$ cat src/rtl/word_serializer_2_1_pkg.sv
// word_serializer_2_1_pkg: shared FSM encoding and width rule for N:1 serializers
package word_serializer_2_1_pkg;

  typedef enum logic [1:0] {
    ST_IDLE   = 2'd0,
    ST_FIRST  = 2'd1,
    ST_SECOND = 2'd2
  } ser_state_t;

  function automatic bit widths_ok(int width, int in_width, int out_width);
    return (in_width == 2 * width) && (out_width == width);
  endfunction

endpackage

$ cat src/rtl/word_serializer_2_1_mux.sv
// mux_2_1: picks one WIDTH-bit half of a packed double-width word
module mux_2_1 #(
  parameter int WIDTH     = 8,
  parameter int IN_WIDTH  = 2 * WIDTH,
  parameter int OUT_WIDTH = WIDTH
) (
  input  logic                 sel,
  input  logic [IN_WIDTH-1:0]  data_in,
  output logic [OUT_WIDTH-1:0] data_out
);

  // sel=1 drives the upper half
  always_comb data_out = sel ? data_in[WIDTH+:WIDTH] : data_in[0+:WIDTH];

endmodule

$ cat src/rtl/word_serializer_2_1.sv
// word_serializer_2_1: splits a held double-width word into two valid/ready beats
module word_serializer_2_1
  import word_serializer_2_1_pkg::*;
#(
  parameter int WIDTH     = 8,
  parameter int IN_WIDTH  = 2 * WIDTH,
  parameter int OUT_WIDTH = WIDTH,
  parameter int HI_FIRST  = 0
) (
  input  logic                 clk,
  input  logic                 reset,
  input  logic                 in_valid,
  output logic                 in_ready,
  input  logic [IN_WIDTH-1:0]  in_data,
  input  logic                 in_half_only,
  output logic                 out_valid,
  input  logic                 out_ready,
  output logic [OUT_WIDTH-1:0] out_data,
  output logic                 out_sel,
  output logic                 out_last
);

  localparam logic HF = (HI_FIRST != 0);

  if (!widths_ok(WIDTH, IN_WIDTH, OUT_WIDTH)) begin : g_bad_width
    $error("word_serializer_2_1: IN_WIDTH must be 2*WIDTH and OUT_WIDTH must be WIDTH");
  end

  ser_state_t          r_state;
  ser_state_t          w_next;
  logic [IN_WIDTH-1:0] r_hold;
  logic                r_half;
  logic                r_sel;
  logic                w_sel_next;
  logic                w_fire;
  logic                w_accept;

  // Handshake decode; in_ready never looks at in_valid
  always_comb begin
    out_valid = (r_state != ST_IDLE);
    out_last  = (r_state == ST_SECOND) | ((r_state == ST_FIRST) & r_half);
    w_fire    = out_valid & out_ready;
    in_ready  = (r_state == ST_IDLE) | (w_fire & out_last);
    w_accept  = in_valid & in_ready;
    out_sel   = r_sel;
  end

  // Next state and select: a new word restarts at the first half, a non-final beat flips halves
  always_comb begin
    w_next     = r_state;
    w_sel_next = r_sel;
    if (w_accept) begin
      w_next     = ST_FIRST;
      w_sel_next = HF;
    end else if (w_fire) begin
      w_next     = out_last ? ST_IDLE : ST_SECOND;
      w_sel_next = out_last ? r_sel : ~r_sel;
    end
  end

  // State and select registers
  always_ff @(posedge clk or posedge reset) begin
    if (reset) begin
      r_state <= ST_IDLE;
      r_sel   <= HF;
    end else begin
      r_state <= w_next;
      r_sel   <= w_sel_next;
    end
  end

  // Holding register, written only on an input handshake
  always_ff @(posedge clk or posedge reset) begin
    if (reset) begin
      r_hold <= '0;
      r_half <= 1'b0;
    end else if (w_accept) begin
      r_hold <= in_data;
      r_half <= in_half_only;
    end
  end

  mux_2_1 #(
    .WIDTH    (WIDTH),
    .IN_WIDTH (IN_WIDTH),
    .OUT_WIDTH(OUT_WIDTH)
  ) u_mux (
    .sel     (r_sel),
    .data_in (r_hold),
    .data_out(out_data)
  );

endmodule

$ cat config.mk
export PLATFORM = sky130hd
export DESIGN_NAME = word_serializer_2_1
export DESIGN_NICKNAME = d
export VERILOG_FILES = /design/src/rtl/word_serializer_2_1_pkg.sv /design/src/rtl/word_serializer_2_1_mux.sv /design/src/rtl/word_serializer_2_1.sv
export SDC_FILE = /design/constraint.sdc
export NUM_CORES = 1
export LEC_CHECK = 0
export CORE_UTILIZATION = 30
export CTS_CLUSTER_SIZE = 30
export DETAILED_ROUTE_END_ITERATION = 8
export DONT_BUFFER_PORTS = 1
export SYNTH_ARGS = -nofsm -noshare
export SYNTH_HDL_FRONTEND = slang
export SYNTH_SLANG_ARGS = --single-unit
export TNS_END_PERCENT = 30
$ cat constraint.sdc
create_clock -name clk -period 2 [get_ports clk]
set_input_delay 0.6 -clock clk [delete_from_list [all_inputs] [get_ports clk]]
set_output_delay 0.6 -clock clk [all_outputs]
set_load 0.02 [all_outputs]
Word level (Yosys, flattened, before mapping)
Cells that the tools add are included.

word-level totals
  logic and storage cells = 25
  flip-flop bits (word level) = 20
  bits of input ports = 21

operators by class
  bitwise logic cells = 7
  equality and inequality tests = 3
  reduce and logical (&&, ||, !) cells = 4
  muxes and demuxes = 7

operators by type and width
  operator              count
  $mux W8               1
  $mux W2               3
  $and A1 B1 Y1         4
  $reduce_bool A2 Y1    2
  $mux W1               3
  $eq A2 B1 Y1 const B  1
  $eq A2 B2 Y1 const B  1
  $logic_not A2 Y1      1
  $ne A2 B1 Y1 const B  1
  $or A1 B1 Y1          2
  $reduce_and A2 Y1     1
  $not A1 Y1            1

Logic depth before layout (Yosys ltp)
Gate-level depths: netlist (run 1).

  depth in word-level cells = 8
  depth in mapped cells = 4

Modules after synthesis
From an unflattened synthesis (run 1), not the netlist that was laid out.

second synthesis, totals
  cells, all modules = 76
  area, all modules = 1,053.5 sq um

by module, submodules not included
  module               area an instance (sq um)  seq. area each (sq um)  cells each  times used
  word_serializer_2_1  922.1                     500.5                   67          1
  mux_2_1              131.4                     0.0                     9           1

Worst setup path after synthesis (run 1)
Ideal clock, no wire load.

  path kind = input to output
  start = in out_ready
  end = out in_ready
  arrival = 1.306 ns
  setup slack = 0.094 ns
  required time = 1.400 ns
  stages on the path = 2
  cell sequence = nor2b_2 -> or3_2

between the ends
  longest elaborated chain between the ends = 3

RTL lines
  what             line                       source
  start, declared  word_serializer_2_1.sv:17  input logic out_ready,
  $and A1 B1 Y1    word_serializer_2_1.sv:42  w_fire = out_valid & out_ready;
  $and A1 B1 Y1    word_serializer_2_1.sv:43  in_ready = (r_state == ST_IDLE) | (w_fire & out_last);
  $or A1 B1 Y1     word_serializer_2_1.sv:43
  end, declared    word_serializer_2_1.sv:13  output logic in_ready,

Every way passes these cells.

Final worst setup path (run 1)
  start = reg r_state[1]
  end = out in_ready

between the ends
  longest elaborated chain between the ends = 5
  elaborated cells on any way between the ends = 9
  those cells by class = eq/ne: 2; bitwise: 5; reduce/logical: 2

RTL lines
  what                    line                       source
  start, declared         word_serializer_2_1.sv:29  ser_state_t r_state;
  start signal, assigned  word_serializer_2_1.sv:67  r_state <= w_next;
  $eq A2 B1 Y1            word_serializer_2_1.sv:41  out_last = (r_state == ST_SECOND) | ((r_state == ST_FIRST) & r_half);
  $and A1 B1 Y1           word_serializer_2_1.sv:41
  $or A1 B1 Y1            word_serializer_2_1.sv:41
  $and A1 B1 Y1           word_serializer_2_1.sv:43
  $or A1 B1 Y1 (*)        word_serializer_2_1.sv:43

Every way passes the cells marked *; elsewhere a longest branch is shown, timed or not.

==> results.rst, run 1 <==
.. list-table::
   :header-rows: 1

   * - Metric
     - Value
   * - Run status
     - finished clean
   * - Sink count of the clock tree
     - 20
   * - Wire length of the first global-routing pass
     - 2.79 mm
   * - Die width
     - between 50 and 60 µm
   * - Power density normalized to cell area
     - 1790 mW/mm²
   * - Post-Syn Area
     - 976 µm²
   * - Standby leakage power
     - 0.000500 µW
   * - Max VDD drop
     - 635 µV
   * - Avg Cell Area, Syn
     - 14.4 µm²
   * - Fraction of layout instances using a drive strength above 1
     - 52.6%
   * - Synth Net Count
     - 89
   * - Time the worst path needs with I/O delays and setup
     - 1.91 ns
   * - Total clock buffers created by CTS
     - 3
   * - Clock latency at the later pin of the worst-skew pair
     - 0.30 ns
   * - Sum of net half-perimeters after detailed placement
     - 1.20 mm
   * - Floorplan Core Area
     - a little over 0.003 mm²
   * - Worst Max-Slew Pin Slew
     - 0.287 ns
   * - Placed Cells incl. Taps
     - 115
   * - Max-slew headroom
     - 80.8%
   * - Number of max-cap violations
     - 0
   * - IO Port Bufs
     - 0
   * - Most common cell after layout, fill and taps aside
     - sky130_fd_sc_hd__dfrtp_1
   * - GRT Total Usage
     - 11.0%
   * - Per-cell routed wire length
     - 13.5 µm
   * - Achievable frequency
     - 524 MHz
   * - Total of fill cells in the finished design
     - 322
   * - Total Nets Final
     - 98
   * - Pin count of the biggest net entering global routing
     - 21
   * - TNS Setup
     - 0 ns
   * - Max H-tree Level
     - 1
   * - Diodes inserted
     - 0
   * - Starting DRC count in detailed routing
     - 8
   * - Number of failing hold endpoints at the final stage
     - 0
   * - Cells after Synth
     - 68
   * - I/O Pins
     - 33
   * - DRC violation count after routing
     - 0
   * - CP endpoint kind
     - output pin
   * - Routed wire length
     - approximately 1.6 mm
   * - Most area-consuming cells after synthesis
     - sky130_fd_sc_hd__dfrtp_1 (51%), sky130_fd_sc_hd__mux2_2 (18%), sky130_fd_sc_hd__mux2_4 (14%)
   * - Worst clock skew
     - ~0.0015 ns
   * - GR Overflow Total
     - 0
   * - Classification of the worst setup path
     - flip-flop to output pin
   * - Post-synthesis cell type with the largest combined area
     - sky130_fd_sc_hd__dfrtp_1
   * - Final ANT Viol Nets
     - 0
   * - Clock tree from TritonCTS
     - built
   * - Count of warnings emitted by yosys
     - 0
   * - Fraction of synthesized cell area taken by the top area cell type
     - 51.3%
   * - Design Area, Final
     - 0.00113 mm²
   * - Maximum single-stage delay on the critical path
     - a little over 0.4 ns
   * - Total cell area at the placement stage
     - roughly 0.0011 mm²
   * - Filler-free cell count of the finished design
     - 120
   * - Crit-path slowest cell
     - sky130_fd_sc_hd__dfrtp_1
   * - Clock root buffer master
     - sky130_fd_sc_hd__clkbuf_4
   * - Cell-by-cell trace of the critical path
     - and3b_1, or3_4
   * - Placer Congestion
     - roughly 0.73
   * - Detailed Routing Iterations Pass 1
     - 4
   * - Clock Tree Buf Depth
     - 2
   * - Synthesis-to-finish area growth
     - 15.5%
   * - Period utilisation layout
     - between 90% and 100%
   * - Hold slack final
     - 0.199 ns
   * - Share of the yosys chip area belonging to registers
     - about half
   * - FP Rows
     - 20
   * - Floorplan die area
     - 0.00349 mm²
   * - Vias in the first global route
     - roughly 600
   * - Arrival time at the worst endpoint
     - 1.31 ns
   * - Number of antenna violations at the first check in global routing
     - 0
   * - Type of the worst min-delay path
     - primary input to async pin
   * - Worst-path clk slew
     - roughly 0.11 ns
   * - Ratio of routed vias to standard cells
     - 4.58
   * - Setup repair after global routing missed its margin
     - no
   * - Distinct cell type count after synthesis
     - 19
   * - Starting Density
     - 31.7%
   * - Family with the most delay on the worst path
     - simple AND/OR/NAND/NOR gates
   * - FF+latch count, synth
     - 20
   * - Leading cell types in the layout, fill and taps excluded
     - sky130_fd_sc_hd__dfrtp_1 (19), sky130_fd_sc_hd__mux2_2 (16), sky130_fd_sc_hd__mux2_4 (9)
   * - WP buf/inv
     - 0
   * - CP Launch Type
     - flip-flop
   * - Max Fanout on Critical Path
     - 5
   * - Y dimension of the die
     - 59.0 µm
   * - Final count of pins violating max slew
     - 0
   * - Final setup vio count
     - 0
   * - Required time worst endpoint
     - 1.40 ns
   * - Total number of vias
     - 550
[routing by layer]
metal  GRT usage [%]  part of all wire [%]
met1            13.8                    43
met5               0                     0
met2            18.2                    50
met4            1.02                     0
met3            5.02                   7.5
[Yosys cell counts]
library cell and n:
sky130_fd_sc_hd__dfrtp_1 20, sky130_fd_sc_hd__mux2_2 16, sky130_fd_sc_hd__mux2_4 9, sky130_fd_sc_hd__inv_1 4, sky130_fd_sc_hd__nand2b_1 3, sky130_fd_sc_hd__o21ai_0 3, sky130_fd_sc_hd__a21oi_1 1, sky130_fd_sc_hd__a22o_1 1
sky130_fd_sc_hd__and3b_1 1, sky130_fd_sc_hd__buf_8 1, sky130_fd_sc_hd__clkbuf_1 1, sky130_fd_sc_hd__nand3_1 1, sky130_fd_sc_hd__nor2_1 1, sky130_fd_sc_hd__nor2b_1 1, sky130_fd_sc_hd__nor2b_2 1, sky130_fd_sc_hd__o221ai_1 1
sky130_fd_sc_hd__o31ai_4 1, sky130_fd_sc_hd__or3_2 1, sky130_fd_sc_hd__or3b_2 1
[cells by family (layout without fill, tap and decap cells)]
family / Yosys count / after routing / share of synthesized area, %
buffers and inverters: 6 / 14 / 3.46
flip-flops: 20 / 20 / 51.3
multiplexers: 25 / 25 / 32.3
AND/OR/NAND/NOR: 10 / 10 / 6.92
AO/OA/AOI/OAI: 7 / 7 / 6.02
[layout make-up]
type / instances / area [µm²] / share of cell area, %
tap: 44 / 55.1 / 4.88
clock inverter: 1 / 30.0 / 2.66
clock buffer: 3 / 22.5 / 2.00
sequential: 20 / 502 / 44.5
inverter: 4 / 15.0 / 1.33
multi-input combinational: 42 / 445 / 39.5
timing repair buffer: 6 / 57.6 / 5.11
[worst paths after layout]
kind | slack (ns) | start | cells past startpoint | end
worst max-delay path | 0.09 | r_state[1] | 2 | in_ready
worst min-delay path | 0.20 | reset | 2 | r_hold[4]
worst max register to register | 0.49 | r_state[1] | 4 | r_hold[14]
worst min register to register | 0.51 | r_hold[0] | 1 | r_hold[0]
max in group asynchronous | 1.58 | reset | 2 | r_state[0]
min in group clk | 0.38 | out_ready | 1 | r_state[0]
[sequential cells by signal (all words and copies together), names as in the netlist]
register	flops
out_sel	1
r_half	1
r_hold	16
r_state	2
[per-stage QoR]
step	total power, µW	worst slack, ns	utilization [%]
2_1_floorplan	1520	0.0945	-
3_3_place_gp	1660	0.0869	34.5
3_5_place_dp	1690	0.0786	34.5
4_1_cts	2060	0.0675	36.6
5_1_grt	2160	0.00337	36.6
6_report	2020	0.0933	36.6
[power by group]
group          switching (µW)  total [µW]  leakage, µW  internal (µW)
Clock                     125         328    0.0000279            202
Sequential                112         720     0.000234            607
Combinational             482         975     0.000238            493
[worst register-to-register path, stage by stage, from the launching register on]
cell                      delay [ns]
sky130_fd_sc_hd__dfrtp_1        0.41
sky130_fd_sc_hd__and3b_1        0.23
sky130_fd_sc_hd__o31ai_4        0.22
sky130_fd_sc_hd__buf_12         0.21
sky130_fd_sc_hd__mux2_2         0.35
[repair_timing]
action / in CTS / in global routing
setup endpoints to repair: 1 / 1
setup buffers: 1 / 0
resized for setup: 1 / 1
hold buffers: 0 / 0
No activity file was read; power rests on OpenSTA's default activity.
==> run 2, diff against run 1 <==
==> constraint.sdc (replaced) <==
create_clock -name clk -period 2.3 [get_ports clk]
set_input_delay 0.69 -clock clk [delete_from_list [all_inputs] [get_ports clk]]
set_output_delay 0.69 -clock clk [all_outputs]
set_load 0.02 [all_outputs]
==> run 2 against run 1 <==
Effect of this change: count of clock-buffer cells in the layout unchanged; global-route usage down 0.51 points; via count down 0.55%; setup slack better by 0.078 ns; critical path depth unchanged; hold slack better by 0.19 ns; total power down 16%; flip-flop and latch count unchanged; register-to-register slack better by 0.20 ns; clock power down 13%; non-clock buffer count down 4; highest routed layer unchanged.
==> results.rst, run 2 (synthesis gave the netlist of run 1 again) <==
.. list-table::
   :header-rows: 1

   * - Metric
     - Value
   * - CP Launch Type
     - flip-flop
   * - Y dimension of the die
     - 59.0 µm
   * - Max VDD drop
     - 557 µV
   * - Classification of the worst setup path
     - flip-flop to output pin
   * - Starting DRC count in detailed routing
     - 7
   * - Detailed Routing Iterations Pass 1
     - 3
   * - Standby leakage power
     - between 0.0004 and 0.0005 µW
   * - CP endpoint kind
     - output pin
   * - Largest register FFs
     - 16
   * - Total of fill cells in the finished design
     - 309
   * - Final count of pins violating max slew
     - 0
   * - Pin count of the biggest net entering global routing
     - 21
   * - Vias in the first global route
     - 567
   * - Overall power after layout
     - 1700 µW
   * - Placer Congestion
     - around 0.73
   * - Total area of multi-input combinational cells
     - 442 µm²
   * - Routed wire length
     - approximately 1.6 mm
   * - Die width
     - 59.0 µm
   * - Total Nets Final
     - 94
   * - Ratio of routed vias to standard cells
     - 4.72
   * - Number of antenna violations at the first check in global routing
     - 0
   * - Per-cell routed wire length
     - 14.1 µm
   * - Sink count of the clock tree
     - 20
   * - Most common cell after layout, fill and taps aside
     - sky130_fd_sc_hd__dfrtp_1
   * - Max Fanout on Critical Path
     - 5
   * - Total cell area at the placement stage
     - 0.00103 mm²
   * - Post CTS Setup Buffer Count
     - 0
   * - Power density normalized to cell area
     - roughly 1600 mW/mm²
   * - Total clock buffers created by CTS
     - 3
   * - Max H-tree Level
     - 1
   * - IO Port Bufs
     - 0
   * - Final setup vio count
     - 0
   * - DRC violation count after routing
     - 0
   * - Floorplan die area
     - 0.00349 mm²
   * - Arrival time at the worst endpoint
     - 1.44 ns
   * - Clock latency at the later pin of the worst-skew pair
     - about 0.30 ns
   * - Clock tree from TritonCTS
     - built
   * - TNS Setup
     - 0 ns
   * - Sum of net half-perimeters after detailed placement
     - 1.18 mm
   * - Number of max-cap violations
     - 0
   * - Wire length of the first global-routing pass
     - 2.62 mm
   * - Reg area
     - between 500 and 600 µm²
   * - Max-slew headroom
     - 50.4%
   * - Worst-path clk slew
     - 0.12 ns
   * - Achievable frequency
     - 470 MHz
   * - Clock root buffer master
     - sky130_fd_sc_hd__clkbuf_4
   * - GR Overflow Total
     - 0
   * - Leading cell types in the layout, fill and taps excluded
     - sky130_fd_sc_hd__dfrtp_1 (19), sky130_fd_sc_hd__mux2_2 (16), sky130_fd_sc_hd__mux2_4 (9)
   * - Starting Density
     - roughly a third
   * - Synthesis-to-finish area growth
     - 10.8%
   * - Final ANT Viol Nets
     - 0
   * - Fraction of the core area covered by cells at the end of the flow
     - 35.1%
   * - Worst Max-Slew Pin Slew
     - 0.743 ns
   * - Floorplan Core Area
     - 0.00308 mm²
   * - Hold slack final
     - around 0.39 ns
   * - Worst clock skew
     - between 0.005 and 0.006 ns
   * - I/O Pins
     - 33
   * - Setup repair after global routing missed its margin
     - no
   * - Fraction of layout instances using a drive strength above 1
     - 50.0%
   * - GRT Total Usage
     - 10.5%
   * - Biggest regs
     - r_hold x16, r_state x2
   * - Largest register by flop count
     - r_hold
   * - Diodes inserted
     - 0
   * - Clock Tree Buf Depth
     - 2
   * - Run status
     - finished clean
   * - Total number of vias
     - 547
   * - Time the worst path needs with I/O delays and setup
     - ~2.1 ns
   * - Number of failing hold endpoints at the final stage
     - 0
   * - Period utilisation layout
     - approximately 90%
   * - Design Area, Final
     - 0.00108 mm²
   * - FP Rows
     - 20
   * - Required time worst endpoint
     - 1.61 ns
   * - Type of the worst min-delay path
     - primary input to async pin
[run 2: report_power, final]
part | internal (µW) | switching (µW) | leakage [µW]
Sequential | 528 | 147 | 0.000234
Clock | 176 | 109 | 0.0000279
Combinational | 377 | 361 | 0.000213
Total | 1080 | 616 | 0.000474
[run 2: final cells by class]
class,count,area share (%)
Inverter,4,1.39
Tap cell,44,5.09
Clock buffer,3,2.08
Timing Repair Buffer,2,1.39
Multi-Input combinational cell,42,40.9
Sequential cell,20,46.4
Clock inverter,1,2.78
[run 2: timing repair]
item | 4_1_cts | 5_1_grt
endpoints found under the setup margin | 7 | 0
gates resized for setup | 1 | 0
hold buffers | 0 | 0
[run 2: layer usage]
metal  track usage [%]  part of all wire [%]  wire length [µm]
met1              11.9                    40               652
met2              17.9                    52               848
met3              5.24                   7.9               129
met4              2.04                     0                 0
met5                 0                     0                 0
[run 2: worst paths after layout]
kind	cells past startpoint	slack [ns]	startpoint	endpoint
worst min register to register	1	0.51	r_hold[3]	r_hold[3]
worst min-delay path	1	0.39	reset	r_hold[4]
worst max register to register	4	0.69	r_state[1]	r_hold[14]
worst max-delay path	2	0.17	r_state[1]	in_ready
min in group clk	1	0.47	out_ready	r_state[0]
max in group asynchronous	1	1.39	reset	out_sel
[run 2: critical path, cell delays in order, from the launching register on]
cell and delay, ns:
sky130_fd_sc_hd__dfrtp_1 0.42, sky130_fd_sc_hd__and3b_1 0.22, sky130_fd_sc_hd__or3_2 0.49
[run 2: metrics by stage]
stage / instances / worst slack (ns)
after floorplan: 68 / 0.214
after global placement: 112 / 0.207
after detailed placement: 112 / 0.195
after CTS: 116 / 0.149
after global routing: 116 / 0.0888
final: 116 / 0.172
==> run 3, diff against run 2 <==
==> constraint.sdc (replaced) <==
create_clock -name clk -period 1.7 [get_ports clk]
set_input_delay 0.51 -clock clk [delete_from_list [all_inputs] [get_ports clk]]
set_output_delay 0.51 -clock clk [all_outputs]
set_load 0.02 [all_outputs]
==> run 3 against run 2 <==
Effect of this change: the run now ends with setup timing left; sequential power is 28% higher; non-clock buffer count increased by 8; combinational power rose by 84%; cell count grew 6.9%; setup slack got worse by 0.26 ns; core utilization up 4.1 points; register-to-register slack worse by 0.47 ns; flip-flop and latch count did not move; hold slack got worse by 0.29 ns; largest power group unchanged; highest routed layer unchanged.
==> results.rst, run 3 (synthesis gave the netlist of run 1 again) <==
.. list-table::
   :header-rows: 1

   * - Metric
     - Value
   * - Run status
     - finished with violations
   * - Violations in the final reports
     - setup timing
   * - Most common cell after layout, fill and taps aside
     - sky130_fd_sc_hd__dfrtp_1
   * - Sink count of the clock tree
     - 20
   * - Clock latency at the later pin of the worst-skew pair
     - 0.30 ns
   * - Clock tree from TritonCTS
     - built
   * - Met1 GRT Util
     - 14.0%
   * - Largest register by flop count
     - r_hold
   * - Sum of net half-perimeters after detailed placement
     - about 1.2 mm
   * - Detailed Routing Iterations Pass 1
     - 2
   * - Type of the worst min-delay path
     - primary input to async pin
   * - Design Area, Final
     - 0.00121 mm²
   * - Final setup vio count
     - 10
   * - Standby leakage power
     - 0.000556 µW
   * - Overall power after layout
     - 2610 µW
   * - Wire length of the first global-routing pass
     - ~2.7 mm
   * - Total clock buffers created by CTS
     - 3
   * - Leading cell types in the layout, fill and taps excluded
     - sky130_fd_sc_hd__dfrtp_1 (18), sky130_fd_sc_hd__mux2_4 (17), sky130_fd_sc_hd__mux2_2 (8)
   * - Ratio of routed vias to standard cells
     - 4.51
   * - Net Switching
     - 913 µW
   * - Arrival time at the worst endpoint
     - 1.28 ns
   * - Hold-fix buffer count after cts
     - 0
   * - Worst clock skew
     - approximately 0.011 ns
   * - Total number of vias
     - 559
   * - Number of max-cap violations
     - 0
   * - Routed wire length
     - 1.72 mm
   * - Y dimension of the die
     - between 50 and 60 µm
   * - Floorplan Core Area
     - slightly above 0.003 mm²
   * - IO Port Bufs
     - 0
   * - Final worst setup slack
     - -0.0869 ns
   * - Number of failing hold endpoints at the final stage
     - 0
   * - Achievable frequency
     - 560 MHz
   * - Clock Power Share
     - roughly 15%
   * - Max-slew headroom
     - 81.3%
   * - Vias in the first global route
     - slightly below 600
   * - Clock Tree Buf Depth
     - 2
   * - Pre-CTS WS
     - -0.0148 ns
   * - Total Nets Final
     - 102
   * - Required time worst endpoint
     - 1.19 ns
   * - Synthesis-to-finish area growth
     - 23.7%
   * - GR peak layer
     - met2
   * - Time the worst path needs with I/O delays and setup
     - 1.79 ns
   * - Worst-path clk slew
     - about 0.12 ns
   * - Fraction of met2 tracks used by global routing
     - about 17%
   * - Max H-tree Level
     - 1
   * - Biggest regs
     - r_hold x16, r_state x2
   * - Floorplan die area
     - ~0.0035 mm²
   * - Clock root buffer master
     - sky130_fd_sc_hd__clkbuf_4
   * - Final ANT Viol Nets
     - 0
   * - Diodes inserted
     - 0
   * - I/O Pins
     - 33
   * - Met3 global-route usage
     - 3.06%
   * - DRC violation count after routing
     - 0
   * - Period utilisation layout
     - 105%
   * - Worst Max-Slew Pin Slew
     - 0.280 ns
   * - Classification of the worst setup path
     - flip-flop to output pin
   * - Pin count of the biggest net entering global routing
     - 21
   * - Fraction of layout instances using a drive strength above 1
     - a little under three fifths
   * - CP Launch Type
     - flip-flop
   * - Max Fanout on Critical Path
     - 4
   * - Number of antenna violations at the first check in global routing
     - 0
   * - CP endpoint kind
     - output pin
   * - Largest register FFs
     - 16
   * - GRT Total Usage
     - 10.8%
   * - GR Overflow Total
     - 0
   * - Final count of pins violating max slew
     - 0
   * - Setup repair after global routing missed its margin
     - yes
   * - Total cell area at the placement stage
     - 0.00107 mm²
   * - Starting DRC count in detailed routing
     - 9
   * - Per-cell routed wire length
     - about 14 µm
   * - Sequential Power Share
     - roughly a third
   * - Design internal power
     - around 1700 µW
   * - FP Rows
     - 20
   * - Net switching share of the total power
     - 35.0%
   * - Gate power share
     - 52.3%
   * - Starting Density
     - 31.7%
   * - Die width
     - around 59 µm
   * - Power density normalized to cell area
     - between 2000 and 2500 mW/mm²
   * - Max VDD drop
     - 741 µV
   * - Fraction of the core area covered by cells at the end of the flow
     - 39.2%
   * - Placer Congestion
     - 0.775
==> run 3: changes by cell type in the layout (fill, tap and decap cells not counted), moves of 3 or more <==
cell	before	now
sky130_fd_sc_hd__buf_4	2	6
sky130_fd_sc_hd__buf_6	0	3
sky130_fd_sc_hd__mux2_4	9	17
sky130_fd_sc_hd__mux2_2	16	8
==> run 3: layer usage <==
metal / wire, µm / part of all wire (%)
met1: 737 / 43
met2: 878 / 51
met4: 0 / 0
met3: 101 / 5.9
met5: 0 / 0
==> run 3: area by class of cell <==
type,instances,area [µm²]
Multi-Input combinational cell,42,480
Fill cell,294,1870
Timing Repair Buffer,10,98.8
Inverter,4,17.5
Sequential cell,20,503
Clock buffer,3,22.5
Clock inverter,1,30.0
Tap cell,44,55.1
==> run 3: final timing paths <==
kind | startpoint | depth (start not counted) | end | slack (ns)
setup reg to reg | r_state[1] | 4 | r_half | 0.22
hold reg to reg | r_hold[3] | 1 | r_hold[3] | 0.52
min in group clk | out_ready | 1 | r_state[0] | 0.30
setup / recovery | r_state[1] | 2 | in_ready | -0.09
max in group asynchronous | reset | 2 | r_state[0] | 1.37
hold / removal | reset | 2 | r_hold[1] | 0.1
==> run 3: timing repair <==
action | 4_1_cts | 5_1_grt
setup endpoints to repair | 11 | 12
gates resized for setup | 14 | 4
setup buffers | 4 | 0
==> run 3: power groups by stage <==
stage | combinational, µW | sequential [µW] | clock [µW]
3_3_place_gp | 1100 | 883 | 0
6_report | 1360 | 863 | 383
5_1_grt | 1450 | 891 | 416
2_1_floorplan | 956 | 840 | 0
3_5_place_dp | 1130 | 895 | 0
4_1_cts | 1370 | 860 | 397
==> run 3: worst max-delay path, cell delays in order (launching register included) <==
cell and delay [ns]:
sky130_fd_sc_hd__dfrtp_1 0.39, sky130_fd_sc_hd__and3b_1 0.22, sky130_fd_sc_hd__or3_4 0.38
==> run 3: stage by stage <==
stage	setup TNS, ns	hold WS, ns	cells
after floorplan	-0.261	0.474	68
after global placement	-0.00863	0.440	116
after detailed placement	-0.0148	0.442	116
after CTS	-0.433	0.102	124
after global routing	-0.772	0.124	124
final	-0.286	0.0983	124
